**src/rtl/audio_pkg.sv**
```systemverilog
// Shared constants, framer state type and width helper for the audio codec stream block.
package audio_pkg;
  localparam int FRAME_I2S = 0;
  localparam int FRAME_LJ  = 1;

  typedef enum logic [1:0] {
    WAIT_SYNC = 2'd0,
    LEFT      = 2'd1,
    RIGHT     = 2'd2
  } framer_state_e;

  function automatic int frame_w(input int data_w);
    return 2 * data_w;
  endfunction
endpackage

```
**src/rtl/audio_sync_fifo.sv**
```systemverilog
// Show-ahead synchronous FIFO with occupancy count and synchronous flush.
module audio_sync_fifo #(
  parameter int WIDTH = 48,
  parameter int DEPTH = 16,
  localparam int AW   = $clog2(DEPTH)
) (
  input  logic             clk,
  input  logic             reset_n,
  input  logic             flush,
  input  logic             push,
  input  logic [WIDTH-1:0] wdata,
  input  logic             pop,
  output logic [WIDTH-1:0] rdata,
  output logic [AW:0]      count
);
  logic [WIDTH-1:0] mem [DEPTH];
  logic [AW:0]      wptr, rptr;
  logic             empty, full, do_push, do_pop;

  assign empty   = (wptr == rptr);
  assign full    = (wptr[AW] != rptr[AW]) && (wptr[AW-1:0] == rptr[AW-1:0]);
  assign do_pop  = pop & ~empty;
  // a pop in the same cycle frees the slot, so a push at full still lands
  assign do_push = push & (~full | do_pop);
  assign count   = wptr - rptr;
  assign rdata   = mem[rptr[AW-1:0]];

  always_ff @(posedge clk or negedge reset_n) begin
    if (!reset_n) begin
      wptr <= '0;
      rptr <= '0;
    end else if (flush) begin
      wptr <= '0;
      rptr <= '0;
    end else begin
      if (do_push) wptr <= wptr + 1'b1;
      if (do_pop)  rptr <= rptr + 1'b1;
    end
  end

  always_ff @(posedge clk) begin
    if (do_push) mem[wptr[AW-1:0]] <= wdata;
  end
endmodule

```
**src/rtl/audio_codec_stream.sv**
```systemverilog
// Stereo serial codec port (codec is bus master) <-> ready/valid {left,right} sample streams.
// Optional macro AUDIO_LOOPBACK_EN adds a loopback port that replays the last captured ADC frame on the DAC.
module audio_codec_stream
  import audio_pkg::*;
#(
  parameter int DATA_W     = 24,
  parameter int FIFO_DEPTH = 16,
  parameter int FRAME_MODE = FRAME_I2S
) (
  input  logic                clk,
  input  logic                reset_n,
  input  logic                enable,
`ifdef AUDIO_LOOPBACK_EN
  input  logic                loopback,
`endif
  input  logic                aud_bclk,
  input  logic                aud_adclrck,
  input  logic                aud_adcdat,
  input  logic                aud_daclrck,
  output logic                aud_dacdat,
  output logic [2*DATA_W-1:0] rx_data,
  output logic                rx_valid,
  input  logic                rx_ready,
  input  logic [2*DATA_W-1:0] tx_data,
  input  logic                tx_valid,
  output logic                tx_ready,
  output logic                rx_overflow,
  output logic                tx_underflow,
  input  logic                clear_flags
);
  localparam int                FW         = frame_w(DATA_W);
  localparam int                AW         = $clog2(FIFO_DEPTH);
  localparam logic [AW:0]       FULL_CNT   = (AW+1)'(FIFO_DEPTH);
  localparam logic              LEFT_LVL   = (FRAME_MODE == FRAME_LJ);
  localparam logic              SKIP_FIRST = (FRAME_MODE == FRAME_I2S);
  localparam logic [DATA_W-1:0] MSB_MASK   = {1'b1, {(DATA_W-1){1'b0}}};

  // ---------------- synchronisers and edge detect ----------------
  logic [3:0] sync1, sync2;
  logic       bclk_d, adclrck_d, daclrck_d;
  logic [2:0] sync_vld;
  logic       armed, bclk_rise, bclk_fall, adc_edge, dac_edge, adc_left, dac_left, adc_dat;

  always_ff @(posedge clk or negedge reset_n) begin
    if (!reset_n) begin
      sync1     <= '0;
      sync2     <= '0;
      bclk_d    <= 1'b0;
      adclrck_d <= 1'b0;
      daclrck_d <= 1'b0;
      sync_vld  <= '0;
    end else begin
      sync1     <= {aud_bclk, aud_adclrck, aud_adcdat, aud_daclrck};
      sync2     <= sync1;
      bclk_d    <= sync2[3];
      adclrck_d <= sync2[2];
      daclrck_d <= sync2[0];
      sync_vld  <= {sync_vld[1:0], 1'b1};
    end
  end

  // edges are ignored until the chain holds real samples, so reset values never fake an LRCK edge
  assign armed     = sync_vld[2];
  assign bclk_rise = armed &  sync2[3] & ~bclk_d;
  assign bclk_fall = armed & ~sync2[3] &  bclk_d;
  assign adc_edge  = armed & (sync2[2] ^ adclrck_d);
  assign dac_edge  = armed & (sync2[0] ^ daclrck_d);
  assign adc_left  = (sync2[2] == LEFT_LVL);
  assign dac_left  = (sync2[0] == LEFT_LVL);
  assign adc_dat   = sync2[1];

  // ---------------- RX framer ----------------
  framer_state_e     rx_st;
  logic              rx_skip, rx_push;
  logic [DATA_W-1:0] rx_mask, rx_sh, rx_left;
  logic [FW-1:0]     rx_frame;

  always_ff @(posedge clk or negedge reset_n) begin
    if (!reset_n) begin
      rx_st    <= WAIT_SYNC;
      rx_skip  <= 1'b0;
      rx_push  <= 1'b0;
      rx_mask  <= '0;
      rx_sh    <= '0;
      rx_left  <= '0;
      rx_frame <= '0;
    end else if (!enable) begin
      rx_st   <= WAIT_SYNC;
      rx_push <= 1'b0;
      rx_mask <= '0;
    end else begin
      rx_push <= 1'b0;
      if (adc_edge) begin
        rx_mask <= MSB_MASK;
        rx_skip <= SKIP_FIRST;
        rx_sh   <= '0;
        if (adc_left) begin
          if (rx_st == RIGHT) begin
            rx_push  <= 1'b1;
            rx_frame <= {rx_left, rx_sh};
          end
          rx_st <= LEFT;
        end else if (rx_st == LEFT) begin
          rx_left <= rx_sh;
          rx_st   <= RIGHT;
        end
      end else if (bclk_rise && rx_st != WAIT_SYNC) begin
        // one-hot mask walks MSB->LSB; once empty, extra bits fall away and missing ones stay 0
        if (rx_skip) rx_skip <= 1'b0;
        else begin
          if (adc_dat) rx_sh <= rx_sh | rx_mask;
          rx_mask <= rx_mask >> 1;
        end
      end
    end
  end

  // ---------------- FIFOs ----------------
  logic [FW-1:0] rx_rdata, tx_rdata;
  logic [AW:0]   rx_count, tx_count;
  logic          rx_pop, rx_fifo_push, tx_push, tx_pop;

  assign rx_valid     = (rx_count != '0);
  assign rx_data      = rx_valid ? rx_rdata : '0;
  assign rx_pop       = rx_valid & rx_ready;
  assign rx_fifo_push = rx_push & enable;
  assign tx_ready     = (tx_count != FULL_CNT) & enable & armed;
  assign tx_push      = tx_valid & tx_ready;

  audio_sync_fifo #(.WIDTH(FW), .DEPTH(FIFO_DEPTH)) u_rx_fifo (
    .clk(clk), .reset_n(reset_n), .flush(~enable),
    .push(rx_fifo_push), .wdata(rx_frame),
    .pop(rx_pop), .rdata(rx_rdata), .count(rx_count)
  );

  audio_sync_fifo #(.WIDTH(FW), .DEPTH(FIFO_DEPTH)) u_tx_fifo (
    .clk(clk), .reset_n(reset_n), .flush(~enable),
    .push(tx_push), .wdata(tx_data),
    .pop(tx_pop), .rdata(tx_rdata), .count(tx_count)
  );

  // ---------------- TX framer ----------------
  framer_state_e     tx_st;
  logic [1:0]        tx_pipe;   // [0] load slot, [1] first-bit slot after an LRCK edge
  logic              tx_skip, tx_load, use_lb, tx_udf_evt;
  logic [DATA_W-1:0] tx_mask, tx_chan;
  logic [FW-1:0]     tx_word;

`ifdef AUDIO_LOOPBACK_EN
  assign use_lb = loopback;
`else
  assign use_lb = 1'b0;
`endif

  assign tx_load    = enable & tx_pipe[0] & (tx_st == LEFT);
  assign tx_pop     = tx_load & ~use_lb & (tx_count != '0);
  assign tx_udf_evt = tx_load & ~use_lb & (tx_count == '0);
  assign tx_chan    = (tx_st == RIGHT) ? tx_word[DATA_W-1:0] : tx_word[FW-1:DATA_W];

  always_ff @(posedge clk or negedge reset_n) begin
    if (!reset_n) begin
      tx_st      <= WAIT_SYNC;
      tx_pipe    <= '0;
      tx_skip    <= 1'b0;
      tx_mask    <= '0;
      tx_word    <= '0;
      aud_dacdat <= 1'b0;
    end else if (!enable) begin
      tx_st      <= WAIT_SYNC;
      tx_pipe    <= '0;
      tx_mask    <= '0;
      aud_dacdat <= 1'b0;
    end else begin
      tx_pipe <= {tx_pipe[0], 1'b0};
      if (dac_edge && (dac_left || tx_st != WAIT_SYNC)) begin
        tx_st      <= dac_left ? LEFT : RIGHT;
        tx_mask    <= MSB_MASK;
        tx_skip    <= SKIP_FIRST;
        tx_pipe[0] <= 1'b1;
      end
      if (tx_load) tx_word <= use_lb ? rx_frame : ((tx_count != '0) ? tx_rdata : '0);
      // the BCLK fall that coincides with the LRCK edge is replayed two cycles later, once the word is loaded
      if (tx_pipe[1] || (bclk_fall && !dac_edge && tx_st != WAIT_SYNC)) begin
        if (tx_skip) begin
          tx_skip    <= 1'b0;
          aud_dacdat <= 1'b0;
        end else begin
          aud_dacdat <= |(tx_chan & tx_mask);
          tx_mask    <= tx_mask >> 1;
        end
      end
    end
  end

  // ---------------- sticky flags ----------------
  logic rx_ovf_evt;
  assign rx_ovf_evt = rx_fifo_push & (rx_count == FULL_CNT) & ~rx_pop;

  always_ff @(posedge clk or negedge reset_n) begin
    if (!reset_n) begin
      rx_overflow  <= 1'b0;
      tx_underflow <= 1'b0;
    end else begin
      rx_overflow  <= rx_ovf_evt | (rx_overflow & ~clear_flags);
      tx_underflow <= tx_udf_evt | (tx_underflow & ~clear_flags);
    end
  end
endmodule

```
**config.mk**
```make
export PLATFORM = sky130hd
export DESIGN_NAME = audio_codec_stream
export DESIGN_NICKNAME = d
export VERILOG_FILES = /design/src/rtl/audio_pkg.sv /design/src/rtl/audio_sync_fifo.sv /design/src/rtl/audio_codec_stream.sv
export SDC_FILE = /design/constraint.sdc
export NUM_CORES = 2
export LEC_CHECK = 0
export ABC_AREA = 1
export CORE_ASPECT_RATIO = 1.1
export CORE_MARGIN = 5
export CORE_UTILIZATION = 50
export CTS_CLUSTER_SIZE = 40
export DETAILED_ROUTE_END_ITERATION = 16
export HOLD_SLACK_MARGIN = 0.12
export PLACE_DENSITY = 0.67
export SYNTH_ARGS = -nofsm -noshare
export SYNTH_HDL_FRONTEND = slang
export SYNTH_SLANG_ARGS = --single-unit
export TNS_END_PERCENT = 20
```
**constraint.sdc**
```tcl
create_clock -name clk -period 17.5 [get_ports clk]
set_clock_uncertainty 0.05 [all_clocks]
set_input_delay 1.75 -clock clk [delete_from_list [all_inputs] [get_ports clk]]
set_output_delay 1.75 -clock clk [all_outputs]
set_load 0.01 [all_outputs]
```
Word level (Yosys, flattened, before mapping) --
Memories as Yosys holds them, arrays and structs flattened. Cells that the tools add are included.
Cells by class: eq/ne operators 23, order comparisons 0, mux-type cells 48, bitwise logic cells 41, add/subtract/negate cells 6, shift-type cells 0, $mul 0, reduce and logical (&&, ||, !) cells 24, div/mod/pow operators 0
Operators by type and width (count):
- $mux W24 | 13
- $mux W48 | 2
- $mux W5 | 8
- $and A24 B24 Y24 | 1
- $or A24 B24 Y24 | 1
- $reduce_or A24 Y1 | 1
- $and A1 B1 Y1 | 23
- $add A5 B1 Y5 const B | 4
- $mux W1 | 17
- $mux W2 | 8
- $ne A2 B1 Y1 const B | 7
- $reduce_and A4 Y1 | 3
- $eq A5 B5 Y1 | 2
- $not A1 Y1 | 10
- $reduce_bool A5 Y1 | 2
- $sub A5 B5 Y5 | 2
- $eq A4 B4 Y1 | 2
- $reduce_and A2 Y1 | 4
- $reduce_bool A2 Y1 | 4
- $logic_and A1 B1 Y1 | 6
- $eq A5 B5 Y1 const B | 1
- $logic_not A5 Y1 | 1
- $ne A5 B5 Y1 const B | 1
- $eq A2 B1 Y1 const B | 2
- other kinds (10) | 17
Storage, ports and cells: bits of input ports 58, memories 2, word-level logic and storage cells 169, bits in writable memories 1536, register bits after elaboration 238, memory bits (read-only) 0, output and inout port bits 53, latch bits 0
Memory list:
- u_rx_fifo.mem | words 16, bits a word 48, read ports 1, clocked after Yosys merged registers in 0, wr ports 1, RTL line audio_sync_fifo.sv:16 | logic [WIDTH-1:0] mem [DEPTH];
- u_tx_fifo.mem | words 16, bits a word 48, read ports 1, clocked after Yosys merged registers in 0, wr ports 1, RTL line audio_sync_fifo.sv:16

Depth between registers and ports, before layout --
word-level depth 8, mapped depth 18, depth with buffers taken out 15

By module --
From an unflattened synthesis, not the netlist that was laid out.
Second synthesis, totals: cells, all modules 7872, area total of the unflattened synthesis 77725.8 µm²
By module, submodules not included:
- audio_sync_fifo (u_rx_fifo) | cells an instance 3411, area an instance 34330.4 µm², times used 1, seq. area each 23312.4 µm²
- audio_sync_fifo (u_tx_fifo) | cells an instance 3411, area an instance 34311.7 µm², times used 1, seq. area each 23312.4 µm²
- audio_codec_stream | cells an instance 1050, area an instance 9083.7 µm², times used 1, seq. area each 5455.2 µm²

Worst setup path before layout --
Ideal clock, no wire load.
kind input port to flip-flop, from input enable, to memory u_tx_fifo.mem[10][0] (enable), data required time 16.937 ns, setup slack 11.041 ns, library setup time 0.513 ns, path buffers 2, arrival time 5.896 ns, stages 8, cell sequence buf_2 > nand2_1 > nor3_2 > nand2_2 > nand2_2 > nand2_2 > buf_6 > nor3_1
On the way: longest elaborated chain between the ends 8, elaborated cells on any way between the ends 11, those cells by class mux (2); bitwise (9)
Ends and longest elaborated chain:
- from (decl) | RTL line audio_codec_stream.sv:12 | input logic enable,
- $and A1 B1 Y1 (2 in series) | RTL line audio_codec_stream.sv:155 | assign tx_load = enable & tx_pipe[0] & (tx_st == LEFT);
- $and A1 B1 Y1 | RTL line audio_codec_stream.sv:156 | assign tx_pop = tx_load & ~use_lb & (tx_count != '0);
- $and A1 B1 Y1 | RTL line audio_sync_fifo.sv:22 | assign do_pop = pop & ~empty;
- $or A1 B1 Y1 | RTL line audio_sync_fifo.sv:24 | assign do_push = push & (~full | do_pop);
- $and A1 B1 Y1 (*) | RTL line audio_sync_fifo.sv:24
- $mux W1 (*) | RTL line audio_sync_fifo.sv:42 | if (do_push) mem[wptr[AW-1:0]] <= wdata;
- $mux W1 (not written as such) (*) | RTL line audio_sync_fifo.sv:42
- to (decl) | RTL line audio_sync_fifo.sv:16
Mark *: on every way between the ends. The rest lies on a longest branch, timed or not.

Worst setup path in the final report --
from register u_rx_fifo.rptr[0], to output rx_data[24]
On the way: longest elaborated chain between the ends 3, elaborated cells on any way between the ends 4, those cells by class add/sub (1); mux (1); reduce/logical (1); memory (1)
Ends and longest elaborated chain:
- from (decl) | RTL line audio_sync_fifo.sv:17 | logic [AW:0] wptr, rptr;
- from (signal assigned) | RTL line audio_sync_fifo.sv:37 | if (do_pop) rptr <= rptr + 1'b1;
- $sub A5 B5 Y5 | RTL line audio_sync_fifo.sv:25 | assign count = wptr - rptr;
- $reduce_bool A5 Y1 | RTL line audio_codec_stream.sv:123 | assign rx_valid = (rx_count != '0);
- $mux W48 (*) | RTL line audio_codec_stream.sv:124 | assign rx_data = rx_valid ? rx_rdata : '0;
- to (decl) | RTL line audio_codec_stream.sv:21 | output logic [2*DATA_W-1:0] rx_data,
Marked as above.

==> impl_results.md <==
- Run status: finished, final reports clean
- Initial Utilization: 50.3%
- Met3 wire len: 14100 um
- Pwr dens: 114 nW/um^2
- Clock sinks: 1774
- Clock latency on the worst-skew pair: 0.80 ns
- Worst Hold Depth: 0
- CP Launch Type: register
- Final period util: 39.6%
- Grt total ovfl: 0
- Worst slew margin: 13.5%
- RSZ-0062 raised after global routing: no
- Max Cap Viol: 0
- Hold_buf cts: 0
- Post_cts resized: 0
- Max layer used: met5
- P_leak: about 29 nW
- Layout cells sized above 1: 6.83%
- Layout area overhead: 12.0%
- CTS clk-pin slew, worst paths: 0.06 ns
- Seq cells post-synth: 1774
- Seq/Total Area, Yosys: 74.1%
- RR Startpoint: u_tx_fifo.rptr[1]$_DFFE_PN0P_
- Critical path data required time: between 15 and 20 ns
- Worst path cell trace: inv_8 > buf_4 > buf_4 > a21oi_1 > a22oi_1 > nand2_1 > nand2_1 > nor2_1 > nor3_1 > clkdlybuf4s50_1
- Syn_nets: 5763
- Final setup fails: 0
- CP endpoint kind: output pin
- Synth cell types: 40
- Kind of critical path: register to output pin
- DRT Pass-1 Iters: 6
- H-Tree Depth: 4
- Total Wirelength: 176000 um
- DR WL/cell: between 20 and 25 um
- RR Endpoint: u_tx_fifo.mem[8][20]$_DFFE_PP_
- First-pass GRT wire length: 265000 um
- Placement-stage cell area: 72900 sq um
- Ports: 111
- Family with the most delay on the worst path: buffers and inverters
- Mean Syn Cell Area: 12.4 sq um
- Reg2reg path depth: 14
- Die height: 403 um
- Antenna violations before repair: 8
- Post-Syn Area: 70300 sq um
- Metal-1 WL: roughly 69000 um
- WP buf/inv: 4
- Setup Buffers After CTS: 0
- Via count: approximately 45k
- Drt first-iter violations: 4917
- Yosys Warn Count: 0
- Core ar.: between 100000 and 150000 sq um
- Worst path arrival time: 5.13 ns
- Nets: 5772
- WL met2: 87000 um
- Hold WC Path Type: register to register
- Hold Vio Cnt, Final: 0
- Total track usage: 23.4%
- Inserted Clock Buffers: between 150 and 200
- R2R Setup Slk: 12.38 ns
- Largest stage delay on the critical path: 0.81 ns
- Setup TNS: 0 ns
- DPL Wire Length: 85700 um
- Crit path time final: 6.93 ns
- Largest net degree at the start of global routing: ~180
- Clock Path Buffers: 3
- Finished layout cell area: 78700 sq um
- Clock root cell: clkbuf_16
- TritonCTS clock tree: done
- Die width: 367 um
- Post-route DRC: 0
- Vias in the first global route: 43.3k
- Synth Instances: 5687
- Least-Margin Pin Slew: 1.30 ns
- Hold EP: sync2[1]$_DFF_PN0_
- Detail Route Antenna Nets: 0
- Peak supply drop: roughly 150 uV
- CP max stage cell: buf_4
- Routability cong.: 0.817
- Number of core rows: 144
- Hold path startpoint: sync1[1]$_DFF_PN0_
- Port Buffers: 110
- Drt via density: 5.83
- FMAX: 144 MHz
- Die ar.: 148000 sq um
- Max-slew violations: 0
- Crit Path Max Fanout: 130
==> sequential cells by signal, summed over array words and instances (netlist names), 24 cells and up <==
signal and flops:
rx_sh 24, u_rx_fifo.mem 768, tx_word 48, tx_mask 24
rx_mask 24, u_tx_fifo.mem 768, rx_left 24, rx_frame 48
==> metrics by stage <==
| step | util (%) | std cells | total power, mW | setup slack, ns | hold WS [ns] |
|---|---|---|---|---|---|
| 5_1_grt | 56.3 | 7672 | 9.26 | 10.18 | 0.286 |
| 2_1_floorplan | - | 5687 | 5.14 | 11.04 | 0.281 |
| 6_report | 56.3 | 7674 | 8.97 | 10.57 | 0.273 |
| 3_5_place_dp | 52.2 | 7345 | 5.34 | 11.35 | 0.285 |
| 4_1_cts | 56.3 | 7670 | 9.02 | 10.46 | 0.268 |
| 3_3_place_gp | 52.2 | 7345 | 5.32 | 11.34 | 0.283 |
==> per-layer routing <==
| layer | vias to the layer above | GRT usage [%] |
|---|---|---|
| met2 | 1885 | 39.7 |
| li1 | 20400 | - |
| met1 | 22100 | 30.4 |
| met4 | 6 | 8.51 |
| met5 | - | 0 |
| met3 | 368 | 4.41 |
==> cell usage after synthesis <==
master       n  area share [%]
conb_1       1          0.0053
edfxtp_1  1536              66
inv_1      147            0.79
nor3_2       1           0.014
o21ai_2      1           0.012
a21oi_1    623             4.4
xnor2_1      2           0.025
nand2_1   1572             8.4
dfrtp_1    238             8.5
o21bai_1    20            0.21
o211ai_1    35            0.37
o31ai_1     11            0.12
clkbuf_1   127            0.68
nand3b_1     2           0.021
xor2_1      13            0.16
ha_1        18            0.32
a21oi_4      1           0.023
or2_2        1          0.0089
clkinv_1     1          0.0053
o21ai_0    155             1.1
a22oi_1    191             2.0
o31ai_2      1           0.018
nand3_1    322             2.3
buf_2      169             1.2
buf_4       16            0.17
a22o_1      28            0.35
nand2_2      6           0.053
nor3_1      66            0.47
o221ai_1    23            0.29
nor2_2       1          0.0089
o22ai_1     78            0.69
buf_1       47            0.25
a211oi_1     1           0.011
or2_1        1          0.0089
nand4_1      3           0.027
nor2_4       3           0.048
o21ai_1     13           0.093
nor2_1     204             1.1
inv_2        6           0.032
buf_6        3           0.048
==> how the worst max path moves through the flow <==
stage / startpoint / endpoint / slack (ns) / cells after the start
global route: u_rx_fifo.rptr[0]$_DFFE_PN0P_ / rx_data[24] / 10.18 / 10
detailed placement: u_rx_fifo.rptr[0]$_DFFE_PN0P_ / rx_data[24] / 11.35 / 10
CTS: u_rx_fifo.rptr[0]$_DFFE_PN0P_ / rx_data[24] / 10.46 / 10
global placement: u_rx_fifo.rptr[0]$_DFFE_PN0P_ / rx_data[24] / 11.34 / 10
finish: u_rx_fifo.rptr[0]$_DFFE_PN0P_ / rx_data[24] / 10.57 / 10
floorplan: enable / u_tx_fifo.mem[10][0]$_DFFE_PP_ / 11.04 / 8
==> logic make-up (layout without fill, tap and decap cells) <==
kind of cell / after synthesis / in the layout / synth area share [%]
fa+ha+maj: 18 / 18 / 0.320
compound gates: 1181 / 1181 / 9.77
xor+xnor: 15 / 15 / 0.187
flops: 1774 / 1774 / 74.1
simple gates: 2182 / 2182 / 12.4
other cells: 1 / 5 / 0.00534
buf+inv: 516 / 674 / 3.17
==> area by class of cell <==
class / count / area [sq um]
antenna: 4 / 10.0
fill: 11200 / 61100
inverter: 154 / 601
clock buffer: 234 / 4790
tap: 1825 / 2280
sequential: 1774 / 52100
timing repair buffer: 195 / 1770
clock inverter: 91 / 942
multi-input combinational: 3397 / 16200
==> layout by cell type, fill, tap and decap left out, drive strengths merged <==
| cell | n |
|---|---|
| nand4 | 3 |
| dfrtp | 238 |
| o22ai | 78 |
| nand3b | 2 |
| edfxtp | 1536 |
| xor2 | 13 |
| nor3 | 67 |
| o31ai | 12 |
| a211oi | 1 |
| clkdlybuf4s50 | 109 |
| nor2 | 208 |
| a22o | 28 |
| clkinvlp | 5 |
| o21ai | 169 |
| nand3 | 322 |
| o21bai | 20 |
| nand2 | 1578 |
| o221ai | 23 |
| or2 | 2 |
| a22oi | 191 |
| o211ai | 35 |
| a21oi | 624 |
| ha | 18 |
| bufinv | 13 |
| diode | 4 |
| xnor2 | 2 |
| clkinv | 67 |
| clkbuf | 234 |
| conb | 1 |
| inv | 160 |
| buf | 86 |
==> power by group <==
part	total (mW)	internal, mW	leakage, nW	switching, mW
registers	4.76	4.68	17.5	0.0833
logic	0.494	0.152	8.89	0.342
clock network	3.71	2.13	2.78	1.59
total	8.97	6.95	29.1	2.01
(Power assumes the default switching activity.)
